<file path="config.mk">
export PLATFORM = sky130hd
export DESIGN_NAME = register_file_sb
export DESIGN_NICKNAME = d
export VERILOG_FILES = /design/src/rtl/register_file_sb.sv
export SDC_FILE = /design/constraint.sdc
export NUM_CORES = 2
export LEC_CHECK = 0
export ABC_AREA = 0
export BUFFER_PORTS_ARGS = -buffer_cell sky130_fd_sc_hd__buf_2
export CORE_ASPECT_RATIO = 0.75
export CORE_MARGIN = 4
export CORE_UTILIZATION = 40
export DETAILED_ROUTE_END_ITERATION = 16
export GPL_TIMING_DRIVEN = 1
export PLACE_DENSITY = 0.69
export SYNTH_ARGS = -nofsm -noshare
export SYNTH_HDL_FRONTEND = slang
export SYNTH_SLANG_ARGS = --single-unit
</file>
<file path="constraint.sdc">
create_clock -name clk -period 16.7 [get_ports clk]
set_clock_uncertainty 0.15 [all_clocks]
set_input_delay 0.835 -clock clk [delete_from_list [all_inputs] [get_ports clk]]
set_output_delay 0.835 -clock clk [all_outputs]
set_load 0.02 [all_outputs]
</file>
<file path="src/rtl/register_file_sb.sv">
// ============================================================================
// Module   : register_file_sb
// Brief    : Parametrised register file with PC-mapped index, ALU/load write
//            ports, same-cycle write-to-read bypass and load pending scoreboard.
// Revision : 1.0 - initial release
// ============================================================================
`default_nettype none

module register_file_sb #(
    parameter int WIDTH  = 32,
    parameter int ADDR_W = 4,
    parameter int PC_IDX = 15
) (
    input  logic              clk,
    input  logic              rst,
    input  logic              we_a,
    input  logic [ADDR_W-1:0] wa_a,
    input  logic [WIDTH-1:0]  wd_a,
    input  logic              we_b,
    input  logic [ADDR_W-1:0] wa_b,
    input  logic [WIDTH-1:0]  wd_b,
    input  logic [ADDR_W-1:0] ra1,
    input  logic [ADDR_W-1:0] ra2,
    input  logic [WIDTH-1:0]  pc_in,
    input  logic              issue_valid,
    input  logic [ADDR_W-1:0] issue_rd,
    input  logic              flush,
    output logic [WIDTH-1:0]  rd1,
    output logic [WIDTH-1:0]  rd2,
    output logic              rd1_busy,
    output logic              rd2_busy,
    output logic              wr_collision
);

    localparam int              c_NUM_REGS = 2 ** ADDR_W;
    localparam logic [ADDR_W-1:0] c_PC_ADDR = ADDR_W'(PC_IDX);

    logic [WIDTH-1:0]      r_regs_q    [c_NUM_REGS];
    logic [WIDTH-1:0]      w_regs_d    [c_NUM_REGS];
    logic [c_NUM_REGS-1:0] r_pending_q;
    logic [c_NUM_REGS-1:0] w_pending_d;
    logic                  r_collision_q;
    logic                  w_collision_d;

    // Port B is applied last so it wins when both ports hit the same entry.
    always_comb begin
        for (int i = 0; i < c_NUM_REGS; i++) begin
            w_regs_d[i] = r_regs_q[i];
        end
        if (we_a && (wa_a != c_PC_ADDR)) begin
            w_regs_d[wa_a] = wd_a;
        end
        if (we_b && (wa_b != c_PC_ADDR)) begin
            w_regs_d[wa_b] = wd_b;
        end
    end

    // Issue is applied after the load-return clear so a new load stays outstanding.
    always_comb begin
        w_pending_d = r_pending_q;
        if (flush) begin
            w_pending_d = '0;
        end else begin
            if (we_b) begin
                w_pending_d[wa_b] = 1'b0;
            end
            if (issue_valid && (issue_rd != c_PC_ADDR)) begin
                w_pending_d[issue_rd] = 1'b1;
            end
        end
    end

    always_comb begin
        w_collision_d = r_collision_q;
        if (we_a && we_b && (wa_a == wa_b) && (wa_a != c_PC_ADDR)) begin
            w_collision_d = 1'b1;
        end
    end

    always_ff @(posedge clk or posedge rst) begin
        if (rst) begin
            for (int i = 0; i < c_NUM_REGS; i++) begin
                r_regs_q[i] <= '0;
            end
            r_pending_q   <= '0;
            r_collision_q <= 1'b0;
        end else begin
            for (int i = 0; i < c_NUM_REGS; i++) begin
                r_regs_q[i] <= w_regs_d[i];
            end
            r_pending_q   <= w_pending_d;
            r_collision_q <= w_collision_d;
        end
    end

    // Bypass is suppressed while reset is held so reads show the cleared state.
    function automatic logic [WIDTH-1:0] read_mux(
        input logic [ADDR_W-1:0] ra,
        input logic [WIDTH-1:0]  stored,
        input logic              in_rst,
        input logic              wea,
        input logic [ADDR_W-1:0] waa,
        input logic [WIDTH-1:0]  wda,
        input logic              web,
        input logic [ADDR_W-1:0] wab,
        input logic [WIDTH-1:0]  wdb,
        input logic [WIDTH-1:0]  pc
    );
        logic [WIDTH-1:0] val;
        val = in_rst ? '0 : stored;
        if (!in_rst && wea && (waa == ra)) val = wda;
        if (!in_rst && web && (wab == ra)) val = wdb;
        if (ra == c_PC_ADDR)               val = pc;
        return val;
    endfunction

    always_comb begin
        rd1 = read_mux(ra1, r_regs_q[ra1], rst, we_a, wa_a, wd_a, we_b, wa_b, wd_b, pc_in);
        rd2 = read_mux(ra2, r_regs_q[ra2], rst, we_a, wa_a, wd_a, we_b, wa_b, wd_b, pc_in);
    end

    always_comb begin
        rd1_busy = r_pending_q[ra1] && !(we_b && (wa_b == ra1)) && (ra1 != c_PC_ADDR);
        rd2_busy = r_pending_q[ra2] && !(we_b && (wa_b == ra2)) && (ra2 != c_PC_ADDR);
    end

    assign wr_collision = r_collision_q;

endmodule

`default_nettype wire
</file>
==> impl_metrics.tcl <==
set metrics [dict create \
    status "completed" \
    core_um2 86110 \
    area_growth_pct 8.481 \
    start_util_pct 40.44 \
    routed-via-count 30320 \
    cp.arrival_ns 4.66 \
    hp-class "reg2reg" \
    slew_headroom_pct 5.403 \
    drt-total-wl_mm 134.3 \
    syn_nets 3900 \
    stdcell_count 4786 \
    finalMaxSlewViolations 0 \
    dr.first_iter.drc_count 4470 \
    synth_top_cells_by_count "768 x mux2i_1, 529 x dfrtp_1, 404 x nor2_1" \
    insertion_delay_ns 0.63 \
    cts_tree "done" \
    cts_resized 0 \
    postCtsHoldBufs 0 \
    portBuffers 188 \
    dp_cells 4677 \
    multi_input_area_um2 19680 \
    crit_fanout 59 \
    grt-ovfl-total 0 \
    max-vdd-ir-drop_uv 97.94 \
    critPathLaunchType "primary input" \
    wire_per_inst_um 28.06 \
    place_area_um2 35780 \
    antenna_found_initial 8 \
    yosys_most_used_dff "dfrtp_1" \
    synth_area_per_cell_um2 9.216 \
    power_density_nw_per_um2 113.0 \
    grt_usage_pct 28.05 \
    required_ns 15.72 \
    worstMarginPinSlew_ns 1.415 \
    tns_ns 0 \
    ant_nets 0 \
    drv_cap 0 \
    synth-edff-count 0 \
    gp_congestion 0.8469 \
    finalCritPeriodShare_pct 33.77 \
    synth_cells 3778 \
    synthArstFlopShare_pct 100.0 \
    design.die.area_um2 91880 \
    ys_seq_area_share_pct 38.02 \
    synthTopCellsByArea "dfrtp_1 38%, mux2i_1 22%, mux2_2 6.2%" \
    vias_per_cell 6.335 \
    rows 93 \
    timing.fmax_ghz 0.1773 \
    post-route-cell-area_um2 37770 \
    leakage_nw 16.29 \
    io-pin-count 189 \
    pre_cts_ws_ns 11.13 \
    drc 0 \
    register_area_um2 13240 \
    die_h_um 263.5 \
    rsz0062_at_grt "false" \
    synth_top_cell_area_share_pct 38.02 \
    htreeDepth 2 \
    numCtsBuffers 58 \
    clock_path_buffers 3 \
    synth_seq_cells 529 \
    grt_pass1_wl_mm 195.4 \
    clock-root-buffer "clkbuf_16" \
    ys_warn_count 0 \
    worst-setup-path-type "in2out" \
    drive_above_1_share_pct 16.44 \
    synth_largest_area_cell "dfrtp_1" \
    nNetsFinal 3719 \
    clkSlewWorstSetupHoldPaths_ns 0.06 \
    synth_area_um2 34820 \
    end_kind "output port" \
    dr.pass1.iters 6 \
    yosysMostFrequentCell "mux2i_1" \
    clock-sinks 529 \
    nFillCells 8199 \
    post-cts-setup-buffer-count 0 \
    power_w 0.004268 \
    setup_viol 0 \
    die_w_um 348.7 \
    grt_max_degree 183 \
    hold_viol_final 0 \
    grt_pass1_vias 28526 \
    hpwl_mm 73.92 \
    min_period_ns 5.640 \
    timing.final.ws_setup_ns 11.06 \
    netlist-cell-type-count 44 \
]
-- logic make-up (layout without fill, tap and decap cells) --
family | after synthesis | count (layout) | synth area share, %
multiplexers | 970 | 970 | 28.93
AO/OA/AOI/OAI | 918 | 918 | 15.75
AND/OR/NAND/NOR | 852 | 852 | 10.67
flip-flops | 529 | 529 | 38.02
buffers and inverters | 490 | 355 | 6.156
XOR/XNOR | 19 | 19 | 0.4779
other | 0 | 3 | 0
-- final timing paths --
check,start,end,slack (ns),depth (start not counted)
max reg2reg,r_regs_q[488],r_regs_q[488],15.69,2
min,r_regs_q[4],r_regs_q[4],0.25,0
max in group asynchronous,rst,r_regs_q[333],12.82,5
min in group asynchronous,rst,r_pending_q[0],0.29,2
max,ra1[2],rd1[21],11.06,9
min reg2reg,r_regs_q[4],r_regs_q[4],0.25,0
-- cell type report --
| type | count | share of cell area (%) |
|---|---|---|
| Multi-Input combinational cell | 2759 | 52.11 |
| Sequential cell | 529 | 35.05 |
| Clock buffer | 88 | 4.595 |
| Tap cell | 1140 | 3.776 |
| Timing Repair Buffer | 247 | 3.750 |
| Clock inverter | 18 | 0.6625 |
| Inverter | 2 | 0.03975 |
| Antenna cell | 3 | 0.01988 |
-- registers in the layout (all words and copies together), names as in the netlist --
register and flops:
r_pending_q 16, wr_collision 1, r_regs_q 512
-- metal layers --
layer	vias up	wire length, um	global-route usage, %	part of all wire, %
met5	-	33	0	0.025
met4	6	5769	10.50	4.3
met1	14630	57290	41.29	43
met2	2099	53440	38.46	40
li1	13204	-	-	-
met3	381	17760	8.323	13
-- critical path: stages --
cell      delay (ns)
buf_8           0.48
buf_4           0.92
buf_4           0.81
mux2i_1         0.17
a22o_1          0.26
a221oi_1        0.21
nand4_1         0.32
a211oi_1        0.31
buf_2           0.20
-- report_power, final --
part	internal [W]	switching (W)	total, W	leakage (nW)
Sequential	0.00158	0.000244	0.00183	6.36
Combinational	0.000494	0.000579	0.00107	8.95
Clock	0.000805	0.000563	0.00137	0.981
Total	0.00288	0.00139	0.00427	16.3
-- cells in the final DEF (no fill, tap or decap), types with 5 or more instances in the layout --
master	instances
a211oi_1	128
a21oi_1	357
a221oi_1	32
a22o_1	32
a22oi_1	70
and2_2	7
buf_2	186
buf_4	58
bufinv_16	6
clkbuf_1	14
clkbuf_16	59
clkbuf_8	15
clkinv_2	9
dfrtp_1	529
mux2_2	192
mux2i_1	768
mux4_2	10
nand2_1	205
nand2_2	5
nand2_4	6
nand2b_1	6
nand3_1	36
nand3b_1	6
nand4_1	34
nor2_1	399
nor2_4	5
nor2b_1	38
nor3_1	65
nor3_4	5
o21ai_0	109
o21ai_1	84
o22ai_1	96
xnor2_1	6
xor2_1	13
-- metrics by stage --
stage          hold WS (ns)  util, %
5_1_grt              0.2601    43.86
3_3_place_gp         0.2350    41.55
4_1_cts              0.2536    43.86
3_5_place_dp         0.2401    41.55
2_1_floorplan        0.2997        -
6_report             0.2515    43.87
(Power assumes the default switching activity.)
